## src/rtl/rvh_l1d_stb_ptw_hazard_if.sv

```systemverilog
// PTW/STB hazard tracker bus: walk request/response, STB entry status, replay outputs.
// master = PTW/STB side driving requests and entry status, slave = the hazard tracker.
interface rvh_l1d_stb_ptw_hazard_if #(
    parameter int unsigned STB_ENTRY_NUM     = 8,
    parameter int unsigned PADDR_WIDTH       = 56,
    parameter int unsigned LINE_OFFSET_WIDTH = 6,
    parameter int unsigned PTW_ID_WIDTH      = 1
);
    localparam int unsigned LINE_W = PADDR_WIDTH - LINE_OFFSET_WIDTH;

    logic                              ptw_walk_req_vld_i;
    logic [PTW_ID_WIDTH-1:0]           ptw_walk_req_id_i;
    logic [PADDR_WIDTH-1:0]            ptw_walk_req_addr_i;
    logic                              ptw_walk_resp_vld_i;
    logic                              ptw_walk_resp_rdy_i;
    logic [STB_ENTRY_NUM-1:0]          stb_entry_vld_i;
    logic [STB_ENTRY_NUM*LINE_W-1:0]   stb_entry_line_addr_i;
    logic [STB_ENTRY_NUM-1:0]          stb_entry_evict_done_i;
    logic                              stb_l1d_ptw_replay_vld_o;
    logic [PTW_ID_WIDTH-1:0]           stb_ptw_replay_id_o;
    logic [STB_ENTRY_NUM-1:0]          stb_ptw_drain_mask_o;
    logic                              stb_ptw_hazard_busy_o;

    modport master (
        output ptw_walk_req_vld_i, ptw_walk_req_id_i, ptw_walk_req_addr_i,
               ptw_walk_resp_vld_i, ptw_walk_resp_rdy_i,
               stb_entry_vld_i, stb_entry_line_addr_i, stb_entry_evict_done_i,
        input  stb_l1d_ptw_replay_vld_o, stb_ptw_replay_id_o,
               stb_ptw_drain_mask_o, stb_ptw_hazard_busy_o
    );

    modport slave (
        input  ptw_walk_req_vld_i, ptw_walk_req_id_i, ptw_walk_req_addr_i,
               ptw_walk_resp_vld_i, ptw_walk_resp_rdy_i,
               stb_entry_vld_i, stb_entry_line_addr_i, stb_entry_evict_done_i,
        output stb_l1d_ptw_replay_vld_o, stb_ptw_replay_id_o,
               stb_ptw_drain_mask_o, stb_ptw_hazard_busy_o
    );
endinterface

```

## src/rtl/rvh_l1d_stb_ptw_hazard.sv

```systemverilog
// Tracks STB entries that hit a PTW walk's cache line and pulses a replay once
// all of them have drained, so the walk re-reads up-to-date PTE data.
module rvh_l1d_stb_ptw_hazard #(
    parameter int unsigned STB_ENTRY_NUM     = 8,
    parameter int unsigned PADDR_WIDTH       = 56,
    parameter int unsigned LINE_OFFSET_WIDTH = 6,
    parameter int unsigned PTW_ID_WIDTH      = 1
) (
    input logic                    clk,
    input logic                    rst,
    rvh_l1d_stb_ptw_hazard_if.slave bus
);
    localparam int unsigned LINE_W = PADDR_WIDTH - LINE_OFFSET_WIDTH;

    typedef enum logic [1:0] {IDLE, DRAIN, REPLAY, WALK} state_e;

    state_e                   state_q, state_d;
    logic [STB_ENTRY_NUM-1:0] mask_q, mask_d;
    logic [PTW_ID_WIDTH-1:0]  id_q, id_d;
    logic [STB_ENTRY_NUM-1:0] match;
    logic [LINE_W-1:0]        req_line;
    logic                     resp_hs;

    logic                     replay_q;
    logic [STB_ENTRY_NUM-1:0] drain_mask_q;
    logic                     busy_q;

    assign req_line = bus.ptw_walk_req_addr_i[PADDR_WIDTH-1:LINE_OFFSET_WIDTH];
    assign resp_hs  = bus.ptw_walk_resp_vld_i & bus.ptw_walk_resp_rdy_i;

    // An entry freeing in the request cycle has already written the array, so it is no hazard.
    always_comb begin
        match = '0;
        for (int unsigned i = 0; i < STB_ENTRY_NUM; i++) begin
            match[i] = bus.stb_entry_vld_i[i]
                     & (bus.stb_entry_line_addr_i[i*LINE_W +: LINE_W] == req_line)
                     & ~bus.stb_entry_evict_done_i[i];
        end
    end

    always_comb begin
        state_d = state_q;
        mask_d  = mask_q;
        id_d    = id_q;
        if (resp_hs) begin
            state_d = IDLE;
            mask_d  = '0;
        end else if (bus.ptw_walk_req_vld_i) begin
            id_d    = bus.ptw_walk_req_id_i;
            mask_d  = match;
            state_d = (|match) ? DRAIN : WALK;
        end else begin
            case (state_q)
                DRAIN: begin
                    // Invalidation without an evict pulse retires the entry just the same.
                    mask_d = mask_q & ~bus.stb_entry_evict_done_i & bus.stb_entry_vld_i;
                    if (mask_d == '0) state_d = REPLAY;
                end
                REPLAY:  state_d = WALK;
                default: state_d = state_q;
            endcase
        end
    end

    // Outputs are registered off the next-state values so they track state_q exactly.
    always_ff @(posedge clk or negedge rst) begin
        if (!rst) begin
            state_q      <= IDLE;
            mask_q       <= '0;
            id_q         <= '0;
            replay_q     <= 1'b0;
            drain_mask_q <= '0;
            busy_q       <= 1'b0;
        end else begin
            state_q      <= state_d;
            mask_q       <= mask_d;
            id_q         <= id_d;
            replay_q     <= (state_d == REPLAY);
            drain_mask_q <= (state_d == DRAIN) ? mask_d : '0;
            busy_q       <= (state_d != IDLE);
        end
    end

    assign bus.stb_l1d_ptw_replay_vld_o = replay_q;
    assign bus.stb_ptw_replay_id_o      = id_q;
    assign bus.stb_ptw_drain_mask_o     = drain_mask_q;
    assign bus.stb_ptw_hazard_busy_o    = busy_q;
endmodule

```

## src/flat_wrapper.sv

```systemverilog
// flat-port wrapper written by rule: the top's interface ports become plain ports
module rvh_l1d_stb_ptw_hazard_flat 
#(
    parameter int unsigned STB_ENTRY_NUM     = 8,
    parameter int unsigned PADDR_WIDTH       = 56,
    parameter int unsigned LINE_OFFSET_WIDTH = 6,
    parameter int unsigned PTW_ID_WIDTH      = 1
)
  (clk, rst, bus_ptw_walk_req_vld_i, bus_ptw_walk_req_id_i, bus_ptw_walk_req_addr_i, bus_ptw_walk_resp_vld_i, bus_ptw_walk_resp_rdy_i, bus_stb_entry_vld_i, bus_stb_entry_line_addr_i, bus_stb_entry_evict_done_i, bus_stb_l1d_ptw_replay_vld_o, bus_stb_ptw_replay_id_o, bus_stb_ptw_drain_mask_o, bus_stb_ptw_hazard_busy_o);
  rvh_l1d_stb_ptw_hazard_if #(.STB_ENTRY_NUM(STB_ENTRY_NUM), .PADDR_WIDTH(PADDR_WIDTH), .LINE_OFFSET_WIDTH(LINE_OFFSET_WIDTH), .PTW_ID_WIDTH(PTW_ID_WIDTH)) bus_i ();
  input logic clk;
  input logic rst;
  input wire logic [$bits(bus_i.ptw_walk_req_vld_i)-1:0] bus_ptw_walk_req_vld_i;
  input wire logic [$bits(bus_i.ptw_walk_req_id_i)-1:0] bus_ptw_walk_req_id_i;
  input wire logic [$bits(bus_i.ptw_walk_req_addr_i)-1:0] bus_ptw_walk_req_addr_i;
  input wire logic [$bits(bus_i.ptw_walk_resp_vld_i)-1:0] bus_ptw_walk_resp_vld_i;
  input wire logic [$bits(bus_i.ptw_walk_resp_rdy_i)-1:0] bus_ptw_walk_resp_rdy_i;
  input wire logic [$bits(bus_i.stb_entry_vld_i)-1:0] bus_stb_entry_vld_i;
  input wire logic [$bits(bus_i.stb_entry_line_addr_i)-1:0] bus_stb_entry_line_addr_i;
  input wire logic [$bits(bus_i.stb_entry_evict_done_i)-1:0] bus_stb_entry_evict_done_i;
  output wire logic [$bits(bus_i.stb_l1d_ptw_replay_vld_o)-1:0] bus_stb_l1d_ptw_replay_vld_o;
  output wire logic [$bits(bus_i.stb_ptw_replay_id_o)-1:0] bus_stb_ptw_replay_id_o;
  output wire logic [$bits(bus_i.stb_ptw_drain_mask_o)-1:0] bus_stb_ptw_drain_mask_o;
  output wire logic [$bits(bus_i.stb_ptw_hazard_busy_o)-1:0] bus_stb_ptw_hazard_busy_o;
  assign bus_i.ptw_walk_req_vld_i = bus_ptw_walk_req_vld_i;
  assign bus_i.ptw_walk_req_id_i = bus_ptw_walk_req_id_i;
  assign bus_i.ptw_walk_req_addr_i = bus_ptw_walk_req_addr_i;
  assign bus_i.ptw_walk_resp_vld_i = bus_ptw_walk_resp_vld_i;
  assign bus_i.ptw_walk_resp_rdy_i = bus_ptw_walk_resp_rdy_i;
  assign bus_i.stb_entry_vld_i = bus_stb_entry_vld_i;
  assign bus_i.stb_entry_line_addr_i = bus_stb_entry_line_addr_i;
  assign bus_i.stb_entry_evict_done_i = bus_stb_entry_evict_done_i;
  assign bus_stb_l1d_ptw_replay_vld_o = bus_i.stb_l1d_ptw_replay_vld_o;
  assign bus_stb_ptw_replay_id_o = bus_i.stb_ptw_replay_id_o;
  assign bus_stb_ptw_drain_mask_o = bus_i.stb_ptw_drain_mask_o;
  assign bus_stb_ptw_hazard_busy_o = bus_i.stb_ptw_hazard_busy_o;
  rvh_l1d_stb_ptw_hazard #(.STB_ENTRY_NUM(STB_ENTRY_NUM), .PADDR_WIDTH(PADDR_WIDTH), .LINE_OFFSET_WIDTH(LINE_OFFSET_WIDTH), .PTW_ID_WIDTH(PTW_ID_WIDTH)) u_core (.clk(clk), .rst(rst), .bus(bus_i));
endmodule
```

## config.mk

```make
export PLATFORM = sky130hd
export DESIGN_NAME = rvh_l1d_stb_ptw_hazard_flat
export DESIGN_NICKNAME = d
export VERILOG_FILES = /design/src/rtl/rvh_l1d_stb_ptw_hazard_if.sv /design/src/rtl/rvh_l1d_stb_ptw_hazard.sv /design/src/flat_wrapper.sv
export SDC_FILE = /design/constraint.sdc
export NUM_CORES = 1
export LEC_CHECK = 0
export ABC_CLOCK_PERIOD_IN_PS = 1600
export CORE_AREA = 2 2 191 193
export DETAILED_ROUTE_END_ITERATION = 10
export DIE_AREA = 0 0 193 195
export HOLD_SLACK_MARGIN = 0.05
export SYNTH_ARGS = -nofsm -noshare
export SYNTH_HDL_FRONTEND = slang
export SYNTH_SLANG_ARGS = --single-unit
```

## constraint.sdc

```tcl
create_clock -name clk -period 1.6 [get_ports clk]
set_input_delay 0.32 -clock clk [delete_from_list [all_inputs] [get_ports clk]]
set_output_delay 0.32 -clock clk [all_outputs]
set_load 0.02 [all_outputs]
```

==> key figures, run 1 <==
Route
  • Initial drt markers: 444
  • DRC viols: 0
  • Via Count: 8261
  • Routed wire length: between 40 and 50 mm
  • Routed WL per cell: 26.50 um
  • Drt pass-1 iters: 4
  • Via-to-Cell Ratio: 4.429
  • Routed Antenna Nets: 0

Pwr
  • Gate power share: slightly below 80%
  • Maximum VDD drop: 0.4697 mV
  • P_int: 3.170 mW
  • Power consumption: around 5.2 mW
  • Switching Fraction: 38.85%
  • Pleak: 6.561 nW
  • Power per Cell Area: about 350 mW/mm^2
  • Reg power frac: 11.0%
  • Switch Pwr: 2.014 mW
  • Power share of the clock group: 11.0%

Setup path
  • WP data required: 1750 ps
  • Crit Path Max Fanout: 4
  • Critical path depth: 11
  • Worst Path Arrival: 2170 ps
  • CP Capture Type: register
  • Delay of the slowest critical-path stage: roughly 370 ps
  • Critical path launch point type: input port
  • Buf+Inv Stages, Crit Path: 4
  • Slowest CP cell: nor4_2
  • R2R cell count: 6
  • Type of the worst setup path: in -> reg
  • CP delay by family, top: simple AND/OR/NAND/NOR gates
  • CP Cell Sequence: buf_6 -> buf_12 -> xor2_2 -> nor4_2 -> buf_4 -> nand4_1 -> nor4_4 -> buf_4 -> nor4_4 -> nand4bb_1 -> a21oi_1

Clocking
  • Root Buffer: clkbuf_16
  • CTS tree: done
  • Clock slew at reported path FFs: approximately 70 ps
  • H-Tree Depth: 1
  • Clk sinks: 21
  • CTS Buffer Depth: 2
  • Num CTS Buffers: 3
  • Post-CTS Hold Buffers: 0
  • Clock Latency Late Sink: roughly 260 ps

Placement
  • Dpl hpwl: approximately 42 mm
  • Post-placement cell area: 0.01269 mm^2
  • RD Place Congestion: 0.9392
  • PortBufs: between 400 and 500

Global routing
  • Vias in the first global route: 8779
  • Initial antenna violation count: 4
  • Global route overflow: 0
  • First-pass GRT wire length: 64.64 mm
  • All-Layer GR Usage: 25.01%
  • Largest net degree at the start of global routing: 22

Run
  • MaxCap Viol Count: 0

Logic synthesis
  • Cell taking the most area after synthesis: xor2_1
  • Post-synth cell types: 52
  • Syn Nets: 1201
  • Post-Syn Area: about 0.0058 mm^2
  • Post-synth EDFFs: 0
  • Synth async-reset ratio: 100.0%
  • Seq/Total Area, Yosys: between 9 and 10%
  • Ys Warns: 0
  • Gate Count Post-Synth: slightly above 700
  • Synth top area cells: xor2_1, xnor2_1, dfrtp_1, nor4_1, nand4_1
  • #FFs+latches synth: 21
  • Count leader, synth: xor2_1
  • Most frequent cells after synthesis: xor2_1, xnor2_1, nor4_1, nand4_1, buf_2
  • Most used DFF post-synth: dfrtp_1
  • Syn_area_per_cell: 8.092 um^2
  • Post-synth top area share: 36.03%

Timing
  • Hold Vio Cnt, Final: 0
  • Hold_ws: between 400 and 500 ps
  • Slew HR: 69.89%
  • RSZ-0062 raised after global routing: true
  • Minimum clock period: 2013 ps
  • Setup violations, final: 17
  • Count of pins over their slew limit: 0
  • Fmax: 496.7 MHz
  • Least-Margin Pin Slew: 447.9 ps
  • Period utilization: 125.8%
  • Post-route setup slack: -413.2 ps
  • Worst Clk Skew: 6.450 ps

Die
  • Die W: 193 um
  • I/O pin cnt: 489
  • Die Y: just under 200 um
  • Core Area: approximately 0.035 mm^2
  • Starting Density: 16.48%
  • Row Count: 69
  • Die Footprint: 0.03764 mm^2

Run status
  • Failing checks: setup timing
  • Outcome: complete, but fails checks

Finish
  • Layout area overhead: 154.4%
  • Layout cells sized above 1: 33.14%
  • Final instance area: approximately 0.015 mm^2
  • Layout net count: about 1.9k

Worst hold path
  • Type of the worst min-delay path: in -> async
## cells in the final DEF (no fill, tap or decap), drive strengths merged, types with 6 or more instances in the layout
cell / count
buf: 295
clkdlybuf4s50: 262
xor2: 240
xnor2: 130
dlygate4sd2: 96
nor4: 66
dlymetal6s2s: 52
nand4: 47
inv: 34
dfrtp: 21
nor3: 16
nor2: 15
clkbuf: 15
clkdlybuf4s15: 14
nand2b: 13
nor2b: 10
a21oi: 8
a221oi: 7
nand2: 6
## state kept, by name, summed over array words and instances (netlist names)
name / cells
u_core.bus.stb_l1d_ptw_replay_vld_o: 1
u_core.bus.stb_ptw_drain_mask_o: 8
u_core.bus.stb_ptw_hazard_busy_o: 1
u_core.bus.stb_ptw_replay_id_o: 1
u_core.mask_q: 8
u_core.state_q: 2
## kinds of logic (layout without fill, tap and decap cells)
kind of cell / count (synthesis) / after routing / share of synthesized area, %
buf+inv: 87 / 769 / 7.613
compound gates: 53 / 53 / 7.077
other cells: 0 / 1 / 0
simple gates: 187 / 187 / 19.43
fa+ha+maj: 2 / 2 / 0.4288
flops: 21 / 21 / 9.007
mux: 1 / 1 / 0.1930
xor+xnor: 370 / 370 / 56.25
## final timing paths
path,from,end,slack [ps]
max,bus_ptw_walk_req_addr_i[11],u_core.state_q[1]$_DFF_PN0_,-410
min,rst,u_core.bus.stb_ptw_replay_id_o$_DFFE_PN0P_,420
max reg2reg,u_core.state_q[1]$_DFF_PN0_,u_core.bus.stb_ptw_drain_mask_o[7]$_DFF_PN0_,-150
min reg2reg,u_core.bus.stb_ptw_replay_id_o$_DFFE_PN0P_,u_core.bus.stb_ptw_replay_id_o$_DFFE_PN0P_,550
max in group asynchronous,rst,u_core.mask_q[1]$_DFF_PN0_,950
min in group clk,u_core.bus.stb_ptw_replay_id_o$_DFFE_PN0P_,u_core.bus.stb_ptw_replay_id_o$_DFFE_PN0P_,550
## power groups by stage
stage / clock, mW / sequential, mW / combinational (mW)
after global placement: 0 / 0.577 / 3.49
final: 0.572 / 0.569 / 4.04
after global routing: 0.587 / 0.569 / 4.25
after CTS: 0.567 / 0.568 / 3.81
after floorplan: 0 / 0.594 / 1.27
after detailed placement: 0 / 0.577 / 3.50
## metal layers
layer	vias up	GRT usage (%)	wire [um]
met5	-	0	23
met4	4	7.043	1516
met3	69	4.978	3984
met2	412	43.52	24120
met1	3973	31.03	19790
li1	3803	-	-
## cell type report
type | count | area, um^2
fill | 3518 | 20550
timing repair buffer | 731 | 7496
multi-input combinational | 613 | 6018
tap | 461 | 576.8
sequential | 21 | 525.5
inverter | 34 | 140.1
clock buffer | 3 | 75.07
clock inverter | 1 | 7.507
antenna | 1 | 2.502
## per-stage QoR
stage                     utilization, %  setup TNS, ps  setup WS [ps]  std cells
final                              41.93          -4830         -413.2       1865
after global routing               41.93          -6365         -503.9       1865
after CTS                          39.35          -5964         -477.1       1841
after detailed placement           35.86         -22170          -1455       1779
after global placement             35.86         -21930          -1428       1779
after floorplan                        -          -1052         -368.1        721
## repair_timing
action / 4_1_cts / 5_1_grt
buffers inserted: 64 / 40
gates resized for setup: 486 / 250
pin swaps: 120 / 111
setup endpoints to repair: 22 / 21
Power figures use the tool's default switching activity.
==> run 2, diff against run 1 <==
Settings changed: ABC_CLOCK_PERIOD_IN_PS 1600 to 1950, CORE_AREA 2 2 191 193 to 2 2 190 192, DIE_AREA 0 0 193 195 to 0 0 192 194.
Clock period 1.6 ns to 1.95 ns, I/O delays scaled along.
==> run 2 against run 1 <==
Net effect: the flow still finishes with violations (setup timing); total power shrank 18%; wire length shrank 0.55%; clock-buffer cell count grew 1; largest cell class unchanged.
==> key figures, run 2 (same netlist as run 1, synthesis figures left out) <==
Route
  • Initial drt markers: 330 (-26%)
  • Routed Antenna Nets: 0 (unchanged)
  • Routed wire length: 49.16 mm (-0.55%)
  • Drt pass-1 iters: 7 (+3)
  • Routed WL per cell: 26.26 um (-0.92%)
  • DRC viols: 0 (unchanged)
  • Via-to-Cell Ratio: 4.415 (-0.34%)
  • Via Count: 8264 (+0.036%)

Die
  • Core Area: 0.03522 mm^2 (-0.49%)
  • Die Y: 194 um (-0.51%)
  • Die W: 192 um (-0.52%)
  • Starting Density: 16.56% (+0.081 points)
  • Row Count: 69 (unchanged)
  • Die Footprint: 0.03725 mm^2 (-1.0%)
  • I/O pin cnt: 489 (unchanged)

Placement
  • RD Place Congestion: 0.9467 (+0.80%)
  • Post-placement cell area: 0.01262 mm^2 (-0.58%)
  • Placed cells: 1786 (+0.39%)
  • Dpl hpwl: 41.81 mm (-0.78%)
  • PortBufs: 482 (unchanged)

Setup path
  • Crit Path Max Fanout: 2 (-2)
  • Type of the worst setup path: in -> reg
  • Worst Path Arrival: 2290 ps (+120 ps)
  • CP Capture Type: register
  • Critical path launch point type: input port
  • WP data required: 2090 ps (+340 ps)

Clocking
  • Clock Latency Late Sink: 250 ps (about the same)
  • Clk sinks: 21 (unchanged)
  • Num CTS Buffers: 3 (unchanged)
  • H-Tree Depth: 1 (unchanged)
  • Root Buffer: clkbuf_16
  • Clock slew at reported path FFs: 60 ps (about the same)
  • CTS tree: done
  • Post-CTS Hold Buffers: 0 (unchanged)
  • CTS Buffer Depth: 2 (unchanged)

Run status
  • Failing checks: setup timing
  • Outcome: complete, but fails checks

Finish
  • Multi-input logic area: 0.006165 mm^2 (+2.4%)
  • Layout net count: 1889 (+0.27%)
  • Layout area overhead: 159.7%
  • FF/Latch Area: 525.5 um^2 (unchanged)
  • Most common cell after layout, fill and taps aside: clkdlybuf4s50_1
  • Commonest non-fill, non-tap cells in the layout: clkdlybuf4s50_1, xor2_1, buf_4
  • Layout cells sized above 1: 34.16% (+1.0 points)
  • Final instance area: 0.01515 mm^2 (+2.1%)
  • Post-route core utilization: 43.02% (+1.1 points)
  • Layout fillers: 3439 (-2.2%)
  • Non-Filler Instances: 1872 (+0.38%)

Timing
  • Fmax: about 460 MHz
  • Setup violations, final: 10 (-7)
  • Least-Margin Pin Slew: 532.4 ps (+84.52 ps)
  • Period utilization: 110.3%
  • Post-route setup slack: -201.2 ps (+212.0 ps)
  • RSZ-0062 raised after global routing: true
  • Fin Setup TNS: -1028 ps (+3802 ps)
  • Count of pins over their slew limit: 0 (unchanged)
  • Hold Vio Cnt, Final: 0 (unchanged)
  • Minimum clock period: 2151 ps
  • Worst Clk Skew: 4.606 ps (-1.843 ps)
  • Slew HR: 64.51% (-5.4 points)

Pwr
  • Maximum VDD drop: 0.4480 mV (-4.6%)
  • Power consumption: 4.230 mW (-18%)
  • Pleak: 7.170 nW (+9.3%)
  • Power per Cell Area: 279.1 mW/mm^2 (-20%)

Run
  • MaxCap Viol Count: 0 (unchanged)

Global routing
  • Global route overflow: 0 (unchanged)
  • Initial antenna violation count: 3 (-1)
  • Vias in the first global route: 8877 (+1.1%)
  • First-pass GRT wire length: 64.53 mm (-0.17%)
  • All-Layer GR Usage: 24.90% (-0.12 points)
  • Largest net degree at the start of global routing: 22 (unchanged)

Worst hold path
  • Type of the worst min-delay path: in -> async
## run 2: path summary, 6_finish.rpt
kind	start	to	slack, ps	depth (start not counted)
setup / recovery	bus_stb_entry_line_addr_i[78]	u_core.state_q[1]$_DFF_PN0_	-200	9
hold / removal	rst	u_core.bus.stb_ptw_replay_id_o$_DFFE_PN0P_	490	2
setup reg to reg	u_core.mask_q[6]$_DFF_PN0_	u_core.bus.stb_l1d_ptw_replay_vld_o$_DFF_PN0_	70	6
hold reg to reg	u_core.bus.stb_ptw_replay_id_o$_DFFE_PN0P_	u_core.bus.stb_ptw_replay_id_o$_DFFE_PN0P_	530	1
max in group asynchronous	rst	u_core.bus.stb_l1d_ptw_replay_vld_o$_DFF_PN0_	1230	2
min in group clk	u_core.bus.stb_ptw_replay_id_o$_DFFE_PN0P_	u_core.bus.stb_ptw_replay_id_o$_DFFE_PN0P_	530	1
## run 2: layout make-up
class                      instances  area share (%)
antenna                            3         0.04954
clock buffer                       4          0.5202
inverter                          34          0.8587
multi-input combinational        613           40.68
sequential                        21           3.468
tap                              461           3.806
timing repair buffer             736           50.62
## run 2: stage by stage
step                setup WS (ps)  hold WS (ps)
floorplan                  -97.46         94.41
global placement            -1358         494.9
detailed placement          -1333         510.0
CTS                        -420.3         498.8
global route               -322.2         512.2
finish                     -201.2         487.1
## run 2: report_power, final
part | internal, mW | switching (mW) | leakage [nW]
clock | 0.279 | 0.162 | 0.0382
combinational | 1.87 | 1.45 | 6.85
sequential | 0.455 | 0.0133 | 0.283
## run 2: repair_timing
| action | in CTS | in global routing |
|---|---|---|
| pin swaps | 124 | 101 |
| gates resized for setup | 401 | 302 |
| setup endpoints to repair | 20 | 20 |
| buffers inserted | 54 | 35 |
## run 2: per-layer routing
metal	global-route usage, %	vias up	wire length (um)
li1	-	3823	-
met3	4.054	49	3142
met5	0	-	0
met4	4.071	0	1124
met2	45.22	385	24510
met1	31.01	4007	20380
## run 2: critical path, cell delays in order
cell and delay [ps]:
clkdlybuf4s50_1 450, xor2_2 210, nor4_4 280, buf_4 180
nand3_4 70, nor4_4 300, o21bai_4 170, nand4bb_1 150
a21oi_1 70
